<file path="src/rtl/fetch_ctrl_if.sv">
// Fetch-stage bundle: instruction-memory port, redirect inputs and the
// presented-instruction outputs with their status counters.
interface fetch_ctrl_if #(
    parameter int WORD_W  = 64,
    parameter int INSTR_W = 32
);
    logic [WORD_W-1:0]  imem_pc;
    logic [INSTR_W-1:0] imem_instr;
    logic               stall;
    logic               branch_taken;
    logic [WORD_W-1:0]  branch_target;
    logic               if_valid;
    logic [INSTR_W-1:0] if_instr;
    logic [WORD_W-1:0]  if_pc;
    logic               halted;
    logic [31:0]        fetch_count;
    logic [31:0]        stall_count;

    modport master (
        output imem_pc, if_valid, if_instr, if_pc, halted, fetch_count, stall_count,
        input  imem_instr, stall, branch_taken, branch_target
    );

    modport slave (
        input  imem_pc, if_valid, if_instr, if_pc, halted, fetch_count, stall_count,
        output imem_instr, stall, branch_taken, branch_target
    );
endinterface

</file>
<file path="src/rtl/fetch_ctrl.sv">
// Instruction fetch controller for a synchronous instruction memory: sequential
// fetch, zero-bubble redirect, stall hold by re-reading, and halt detection.
module fetch_ctrl #(
    parameter int                 WORD_W     = 64,
    parameter int                 INSTR_W    = 32,
    parameter logic [WORD_W-1:0]  RESET_PC   = '0,
    parameter logic [WORD_W-1:0]  PC_STEP    = WORD_W'(4),
    parameter logic [INSTR_W-1:0] HALT_INSTR = INSTR_W'(32'hD4400000)
) (
    input  logic         clk,
    input  logic         reset,
    fetch_ctrl_if.master bus
);
    localparam logic [1:0] BOOT = 2'd0;
    localparam logic [1:0] RUN  = 2'd1;
    localparam logic [1:0] HALT = 2'd2;

    logic [1:0]        state_q, state_d;
    logic [WORD_W-1:0] fetch_pc_q, fetch_pc_d;
    logic [WORD_W-1:0] rsp_pc_q, rsp_pc_d;
    logic              rsp_valid_q, rsp_valid_d;
    logic [31:0]       fetch_count_q, fetch_count_d;
    logic [31:0]       stall_count_q, stall_count_d;

    logic if_valid;
    logic hold;
    logic accept;

    function automatic logic [31:0] sat_inc(input logic [31:0] v);
        return (v == 32'hFFFF_FFFF) ? v : v + 32'd1;
    endfunction

    assign if_valid = rsp_valid_q && (state_q == RUN);
    assign hold     = if_valid && bus.stall;
    assign accept   = if_valid && !bus.stall && !bus.branch_taken;

    // Holding re-presents rsp_pc to the memory so the word on imem_instr stays put.
    always_comb begin
        if (bus.branch_taken)
            bus.imem_pc = bus.branch_target;
        else if (hold)
            bus.imem_pc = rsp_pc_q;
        else
            bus.imem_pc = fetch_pc_q;
    end

    assign bus.if_valid    = if_valid;
    assign bus.if_instr    = bus.imem_instr;
    assign bus.if_pc       = rsp_pc_q;
    assign bus.halted      = (state_q == HALT);
    assign bus.fetch_count = fetch_count_q;
    assign bus.stall_count = stall_count_q;

    always_comb begin
        state_d       = state_q;
        fetch_pc_d    = fetch_pc_q;
        rsp_pc_d      = rsp_pc_q;
        rsp_valid_d   = rsp_valid_q;
        fetch_count_d = fetch_count_q;
        stall_count_d = stall_count_q;
        case (state_q)
            BOOT: begin
                state_d     = RUN;
                rsp_pc_d    = RESET_PC;
                fetch_pc_d  = RESET_PC + PC_STEP;
                rsp_valid_d = 1'b1;
            end
            RUN: begin
                if (bus.branch_taken) begin
                    rsp_pc_d    = bus.branch_target;
                    fetch_pc_d  = bus.branch_target + PC_STEP;
                    rsp_valid_d = 1'b1;
                end else if (hold) begin
                    stall_count_d = sat_inc(stall_count_q);
                end else if (accept && bus.if_instr == HALT_INSTR) begin
                    // Halt freezes fetch_pc at the word after the halt instruction.
                    state_d       = HALT;
                    rsp_valid_d   = 1'b0;
                    fetch_count_d = sat_inc(fetch_count_q);
                end else begin
                    rsp_pc_d    = fetch_pc_q;
                    fetch_pc_d  = fetch_pc_q + PC_STEP;
                    rsp_valid_d = 1'b1;
                    if (accept)
                        fetch_count_d = sat_inc(fetch_count_q);
                end
            end
            HALT: begin
                if (bus.branch_taken) begin
                    state_d     = RUN;
                    rsp_pc_d    = bus.branch_target;
                    fetch_pc_d  = bus.branch_target + PC_STEP;
                    rsp_valid_d = 1'b1;
                end
            end
            default: state_d = BOOT;
        endcase
    end

    always_ff @(posedge clk or posedge reset) begin
        if (reset) begin
            state_q       <= BOOT;
            fetch_pc_q    <= RESET_PC;
            rsp_pc_q      <= RESET_PC;
            rsp_valid_q   <= 1'b0;
            fetch_count_q <= '0;
            stall_count_q <= '0;
        end else begin
            state_q       <= state_d;
            fetch_pc_q    <= fetch_pc_d;
            rsp_pc_q      <= rsp_pc_d;
            rsp_valid_q   <= rsp_valid_d;
            fetch_count_q <= fetch_count_d;
            stall_count_q <= stall_count_d;
        end
    end
endmodule

</file>
<file path="src/flat_wrapper.sv">
// flat-port wrapper written by rule: the top's interface ports become plain ports
module fetch_ctrl_flat 
#(
    parameter int                 WORD_W     = 64,
    parameter int                 INSTR_W    = 32,
    parameter logic [WORD_W-1:0]  RESET_PC   = '0,
    parameter logic [WORD_W-1:0]  PC_STEP    = WORD_W'(4),
    parameter logic [INSTR_W-1:0] HALT_INSTR = INSTR_W'(32'hD4400000)
)
  (clk, reset, bus_imem_pc, bus_if_valid, bus_if_instr, bus_if_pc, bus_halted, bus_fetch_count, bus_stall_count, bus_imem_instr, bus_stall, bus_branch_taken, bus_branch_target);
  fetch_ctrl_if #(.WORD_W(WORD_W), .INSTR_W(INSTR_W)) bus_i ();
  input  logic clk;
  input  logic reset;
  output wire logic [$bits(bus_i.imem_pc)-1:0] bus_imem_pc;
  output wire logic [$bits(bus_i.if_valid)-1:0] bus_if_valid;
  output wire logic [$bits(bus_i.if_instr)-1:0] bus_if_instr;
  output wire logic [$bits(bus_i.if_pc)-1:0] bus_if_pc;
  output wire logic [$bits(bus_i.halted)-1:0] bus_halted;
  output wire logic [$bits(bus_i.fetch_count)-1:0] bus_fetch_count;
  output wire logic [$bits(bus_i.stall_count)-1:0] bus_stall_count;
  input wire logic [$bits(bus_i.imem_instr)-1:0] bus_imem_instr;
  input wire logic [$bits(bus_i.stall)-1:0] bus_stall;
  input wire logic [$bits(bus_i.branch_taken)-1:0] bus_branch_taken;
  input wire logic [$bits(bus_i.branch_target)-1:0] bus_branch_target;
  assign bus_imem_pc = bus_i.imem_pc;
  assign bus_if_valid = bus_i.if_valid;
  assign bus_if_instr = bus_i.if_instr;
  assign bus_if_pc = bus_i.if_pc;
  assign bus_halted = bus_i.halted;
  assign bus_fetch_count = bus_i.fetch_count;
  assign bus_stall_count = bus_i.stall_count;
  assign bus_i.imem_instr = bus_imem_instr;
  assign bus_i.stall = bus_stall;
  assign bus_i.branch_taken = bus_branch_taken;
  assign bus_i.branch_target = bus_branch_target;
  fetch_ctrl #(.WORD_W(WORD_W), .INSTR_W(INSTR_W), .RESET_PC(RESET_PC), .PC_STEP(PC_STEP), .HALT_INSTR(HALT_INSTR)) u_core (.clk(clk), .reset(reset), .bus(bus_i));
endmodule
</file>
<file path="config.mk">
export PLATFORM = sky130hd
export DESIGN_NAME = fetch_ctrl_flat
export DESIGN_NICKNAME = d
export VERILOG_FILES = /design/src/rtl/fetch_ctrl_if.sv /design/src/rtl/fetch_ctrl.sv /design/src/flat_wrapper.sv
export SDC_FILE = /design/constraint.sdc
export NUM_CORES = 1
export LEC_CHECK = 0
export ABC_AREA = 1
export BUFFER_PORTS_ARGS = -buffer_cell sky130_fd_sc_hd__buf_2
export CORE_UTILIZATION = 57
export DETAILED_ROUTE_END_ITERATION = 7
export PLACE_DENSITY = 0.82
export SLEW_MARGIN = 30
export SYNTH_ARGS = -nofsm -noshare
export SYNTH_HDL_FRONTEND = slang
export SYNTH_SLANG_ARGS = --single-unit
</file>
<file path="constraint.sdc">
create_clock -name clk -period 7.9 [get_ports clk]
set_clock_uncertainty 0.15 [all_clocks]
set_input_delay 0.79 -clock clk [delete_from_list [all_inputs] [get_ports clk]]
set_output_delay 0.79 -clock clk [all_outputs]
set_load 0.03 [all_outputs]
</file>
== Yosys cells after proc, flatten, opt, wreduce, memory -nomap -nowiden ==
Cells that the tools add are included.

* $add $sub $neg: 4
* Multiply operators: 0
* Div/mod/pow operators: 0
* $lt $le $gt $ge: 0
* Eq/ne operators: 11
* Shift operators: 0
* Muxes and demuxes: 25
* Bitwise logic cells: 3
* Reductions and logical operators: 15

{| class="wikitable"
|+ Operators by type and width
! cell !! number
|-
| 2-to-1 mux 64 bit || 10
|-
| one-hot mux 64 bit (3 select lines) || 2
|-
| adder 64 x 3 -> 64 bit (second input constant) || 2
|-
| == test 32 bit (second input constant) || 3
|-
| 2-to-1 mux 32 bit || 3
|-
| adder 32 x 1 -> 32 bit (second input constant) || 2
|-
| AND reduction 4 bit || 4
|-
| 2-to-1 mux 2 bit || 4
|-
| inequality test 2 bit (second input constant) || 3
|-
| inequality test 3 bit (second input constant) || 2
|-
| one-hot mux 2 bit (3 select lines) || 1
|-
| logical AND 1 bit || 5
|-
| 2-to-1 mux 1 bit || 4
|-
| inverter 1 bit || 3
|-
| one-hot mux 1 bit (3 select lines) || 1
|-
| AND reduction 3 bit || 1
|-
| nonzero test 3 bit || 1
|-
| == test 2 x 1 -> 1 bit (second input constant) || 1
|-
| == test 2 bit (second input constant) || 1
|-
| logical NOT 1 bit || 2
|-
| logical NOT 2 bit || 1
|-
| inequality test 2 x 1 -> 1 bit (second input constant) || 1
|-
| nonzero test 2 bit || 1
|}

* Register bits after elaboration: 195
* Latch bits: 0
* Bits in writable memories: 0
* ROM bits: 0
* Input port bits: 100
* Output and inout port bits: 226
* Memories: 0

== Depth between registers and ports, before layout ==
* Depth after elaboration: 9
* Gate-level depth with buffers: 13
* Depth with buffers taken out: 13

== Least setup slack after synthesis ==
No wires, ideal clock.

* Path type: input port to output port
* Start: input bus_stall
* End: output bus_imem_pc[26]
* Arrival time: 2.290 ns
* Required time: 6.960 ns
* Path slack: 4.670 ns
* Cell stages on the path: 7
* Cells stage by stage: inv_1 nor2_2 inv_2 clkbuf_1 clkbuf_1 nor2_1 o21ai_0

* Cells in the longest elaborated chain, start to end: 3

{| class="wikitable"
|+ RTL lines
! element !! line !! RTL
|-
| start, declared || flat_wrapper.sv:22 || <nowiki>input wire logic [$bits(bus_i.stall)-1:0] bus_stall;</nowiki>
|-
| logical AND 1 bit || fetch_ctrl.sv:34 || <nowiki>assign hold = if_valid && bus.stall;</nowiki>
|-
| 2-to-1 mux 64 bit || fetch_ctrl.sv:41 || <nowiki>else if (hold)</nowiki>
|-
| 2-to-1 mux 64 bit || fetch_ctrl.sv:39 || <nowiki>if (bus.branch_taken)</nowiki>
|-
| end, declared || flat_wrapper.sv:14 || <nowiki>output wire logic [$bits(bus_i.imem_pc)-1:0] bus_imem_pc;</nowiki>
|}

No other way between the ends.

== Worst setup path in the final report ==
* Start: register u_core.state_q[1]
* End: output bus_imem_pc[0]

* Cells in the longest elaborated chain, start to end: 5

{| class="wikitable"
|+ RTL lines
! element !! line !! RTL
|-
| start, declared || fetch_ctrl.sv:18 || <nowiki>logic [1:0] state_q, state_d;</nowiki>
|-
| start signal, assigned || fetch_ctrl.sv:109 || <nowiki>state_q <= state_d;</nowiki>
|-
| == test 2 x 1 -> 1 bit || fetch_ctrl.sv:33 || <nowiki>assign if_valid = rsp_valid_q && (state_q == RUN);</nowiki>
|-
| logical AND 1 bit || fetch_ctrl.sv:33 ||
|-
| logical AND 1 bit || fetch_ctrl.sv:34 ||
|-
| 2-to-1 mux 64 bit || fetch_ctrl.sv:41 ||
|-
| 2-to-1 mux 64 bit || fetch_ctrl.sv:39 ||
|}

No other way between the ends.

==> results.cfg <==
[status]
outcome = finished, final reports clean

[flow_run]
drv_cap = 0

[synthesis]
synth_edf_count = 0
ys_top_cells_by_count = nand2_1 (761), nor2_1 (335), o21ai_0 (317), inv_1 (229), dfrtp_1 (195)
async_flop_share_pct = 100.0
synth.area.top_cells = dfrtp_1 (31%), nand2_1 (18%), o21ai_0 (9.9%)
syn-num-nets = 2691
synth_most_common_cell = nand2_1
ys_warn_count = 0
synth_cell_type_count = 37
syn_avg_cell_area_um2 = 6.193
ys.flop_type = dfrtp_1
ys_ff_latch = 195
synth.top_cell.area_share_pct = 30.51
seq_area_frac_synth_pct = 30.51
synth_area_leader_cell = dfrtp_1
syn_inst = 2582
synthesis.area_um2 = 15990

[route]
dr.pass1.iters = 7
route.vias.total = 19510
routedWlPerCell_um = 20.58
wirelength_um = 65590
viasPerCell = 6.120
drc = 0
drt-initial-drc-count = 2506
ant_nets = 0

[pwr]
pwr-share-clk_pct = 18.1
p_sw_mw = 2.791
power.internal_mw = 2.406
combPwrFrac_pct = 50.1
vdd_drop_max_mv = 0.3416
p_seq_share_pct = 31.8
powerDensity_nw_per_um2 = 286.4
swShare_pct = 53.71
p_leak_nw = 8.652

[cts]
cts_resized = 0
h-tree-depth = 4
hold_buffers = 0
clock-sinks = 195
cts-buffers-inserted = 17
clk_pin_slew_worst_paths_ps = 80
clk_latency_ps = 480
clock-root-buffer = clkbuf_16
clock_path_buffers = 2
cts_tree = built
cts_setup_buffers = 0

[timing]
fin_crit_sh_pct = 57.41
hold_viol_final = 0
fin_setup_tns_ps = 0
max_freq_mhz = 220.5
worst_pin_slew_ps = 992.5
fin_crit_ps = 4535
relSlewSlack_pct = 33.76
slew_viol_final = 0
rsz0062_at_grt = false
setup_viol = 0

[cells_and_area]
syn2layout_area_growth_pct = 13.47
finalNetCount = 2909
fill_cells = 2447
final_area_um2 = 18140
layout-drive-gt1-share_pct = 14.65

[die]
initial_core_util_pct = 58.68
dieArea_um2 = 28730
die_w_um = 169.5
coreArea_um2 = 27250
die_y_um = 169.5
rows = 60
io-pin-count = 326

[worst_hold_path]
hp-class = in -> async

[placement]
gp_congestion = 1.062
dpl_cell_area_um2 = 17520
port_buffers = 325
hpwl_um = 49380

[setup_path]
crit_path_start_kind = flip-flop
arrival_ps = 3600
crit_chain = inv_1 -> ha_4 -> nand2_1 -> nor2_2 -> buf_4 -> inv_2 -> buf_4 -> o21ai_0 -> a21oi_1 -> a21oi_1 -> buf_2
crit_required_ps = 6960
cp-end-kind = output port
slowest_stage = ha_4
crit_type = reg -> out
slowest_delay_ps = 600
path_max_fanout = 66

[global_route]
grt_pass1_wl_um = 100000
antenna_found_initial = 2
grt_max_degree = 126
grt_pass1_vias = 17940
overflow = 0
grt_usage_pct = 45.29
-- cells in the final DEF, fill, tap and decap left out, types with 2 or more instances in the layout --
master / synthesis / routed
nand2_1: 761 / 760
nor2_1: 335 / 335
buf_2: 35 / 324
o21ai_0: 317 / 317
inv_1: 229 / 226
dfrtp_1: 195 / 195
nand3_1: 128 / 127
a21oi_1: 68 / 68
a22oi_1: 64 / 64
xor2_1: 61 / 61
nand4_1: 52 / 52
nor3_1: 48 / 48
o21ai_1: 44 / 44
o22ai_1: 38 / 38
xnor2_1: 26 / 26
clkbuf_16: 0 / 17
nor2_2: 16 / 16
buf_4: 35 / 10
inv_2: 6 / 7
o211ai_1: 7 / 7
ha_1: 9 / 7
nand3b_1: 6 / 6
nand2_2: 6 / 6
nor2_4: 6 / 6
nor4_1: 6 / 6
clkinv_8: 0 / 4
inv_6: 0 / 4
nor3b_1: 3 / 3
o31ai_1: 3 / 3
buf_6: 1 / 3
diode_2: 0 / 2
clkinv_2: 0 / 2
o221ai_1: 2 / 2
nor3_2: 2 / 2
clkinvlp_4: 0 / 2
inv_8: 0 / 2
-- routing by layer --
layer | GRT usage (%) | vias to the layer above | wire [um]
met5 | 0 | - | 0
met4 | 25.62 | 0 | 4042
met3 | 8.022 | 275 | 7311
met2 | 72.07 | 1449 | 29550
met1 | 58.16 | 8880 | 24690
li1 | - | 8901 | -
-- critical path: cells and delay by family (launching register included) --
kind | cells | cell delay (ps)
AOI/OAI and AO/OA | 3 | 570
adders and majority gates | 1 | 600
buffers and inverters | 5 | 1200
DFF | 1 | 420
and+or+nand+nor | 2 | 300
-- registers in the layout, summed over array words and instances (netlist names) --
register / cells
u_core.bus.fetch_count: 32
u_core.bus.stall_count: 32
u_core.state_q: 2
u_core.rsp_valid_q: 1
u_core.bus.if_pc: 64
u_core.fetch_pc_q: 64
-- kinds of logic after synthesis --
logic type / share of synthesized area, %
AO/OA/AOI/OAI: 18.71
AND/OR/NAND/NOR: 35.41
adder cells (fa/ha/maj): 0.7042
XOR/XNOR: 4.765
buffers and inverters: 9.897
flip-flops: 30.51
-- power by group through the flow --
| stage | sequential, mW | combinational (mW) | clock (mW) |
|---|---|---|---|
| after CTS | 1.63 | 2.54 | 0.931 |
| after global routing | 1.68 | 2.79 | 0.972 |
| final | 1.65 | 2.60 | 0.939 |
| after floorplan | 1.87 | 1.49 | 0 |
| after global placement | 1.64 | 2.46 | 0 |
| after detailed placement | 1.65 | 2.53 | 0 |
-- worst paths after layout --
path | start | end | slack, ps | depth (start not counted)
min | reset | u_core.bus.fetch_count[4]$_DFFE_PP0P_ | 270 | 2
min in group clk | u_core.bus.if_pc[30]$_DFFE_PP0P_ | u_core.bus.if_pc[30]$_DFFE_PP0P_ | 370 | 2
max | u_core.state_q[1]$_DFFE_PP0P_ | bus_imem_pc[0] | 3360 | 11
max reg2reg | u_core.state_q[1]$_DFFE_PP0P_ | u_core.bus.stall_count[4]$_DFFE_PP0P_ | 3950 | 12
min reg2reg | u_core.bus.if_pc[30]$_DFFE_PP0P_ | u_core.bus.if_pc[30]$_DFFE_PP0P_ | 370 | 2
max in group asynchronous | reset | u_core.fetch_pc_q[51]$_DFFE_PP0P_ | 6160 | 3
-- stage by stage --
stage	util, %	worst slack (ps)	power, mW	cells	hold slack, ps
finish	66.58	3365	5.197	3187	266.0
global route	66.57	3242	5.434	3186	337.8
CTS	66.52	3480	5.107	3185	365.4
detailed placement	64.30	3548	4.181	3153	343.5
global placement	64.29	3637	4.099	3153	336.4
floorplan	-	1648	3.363	2582	321.7
-- layout make-up --
cell class	count	area (um^2)	area share, %
Multi-Input combinational cell	2014	9564	52.71
Clock inverter	14	165.2	0.9102
Inverter	235	895.9	4.937
Tap cell	372	465.4	2.565
Timing Repair Buffer	337	1730	9.537
Antenna cell	2	5.005	0.02758
Sequential cell	195	4880	26.89
Clock buffer	18	439.2	2.420
(Power assumes the default switching activity.)
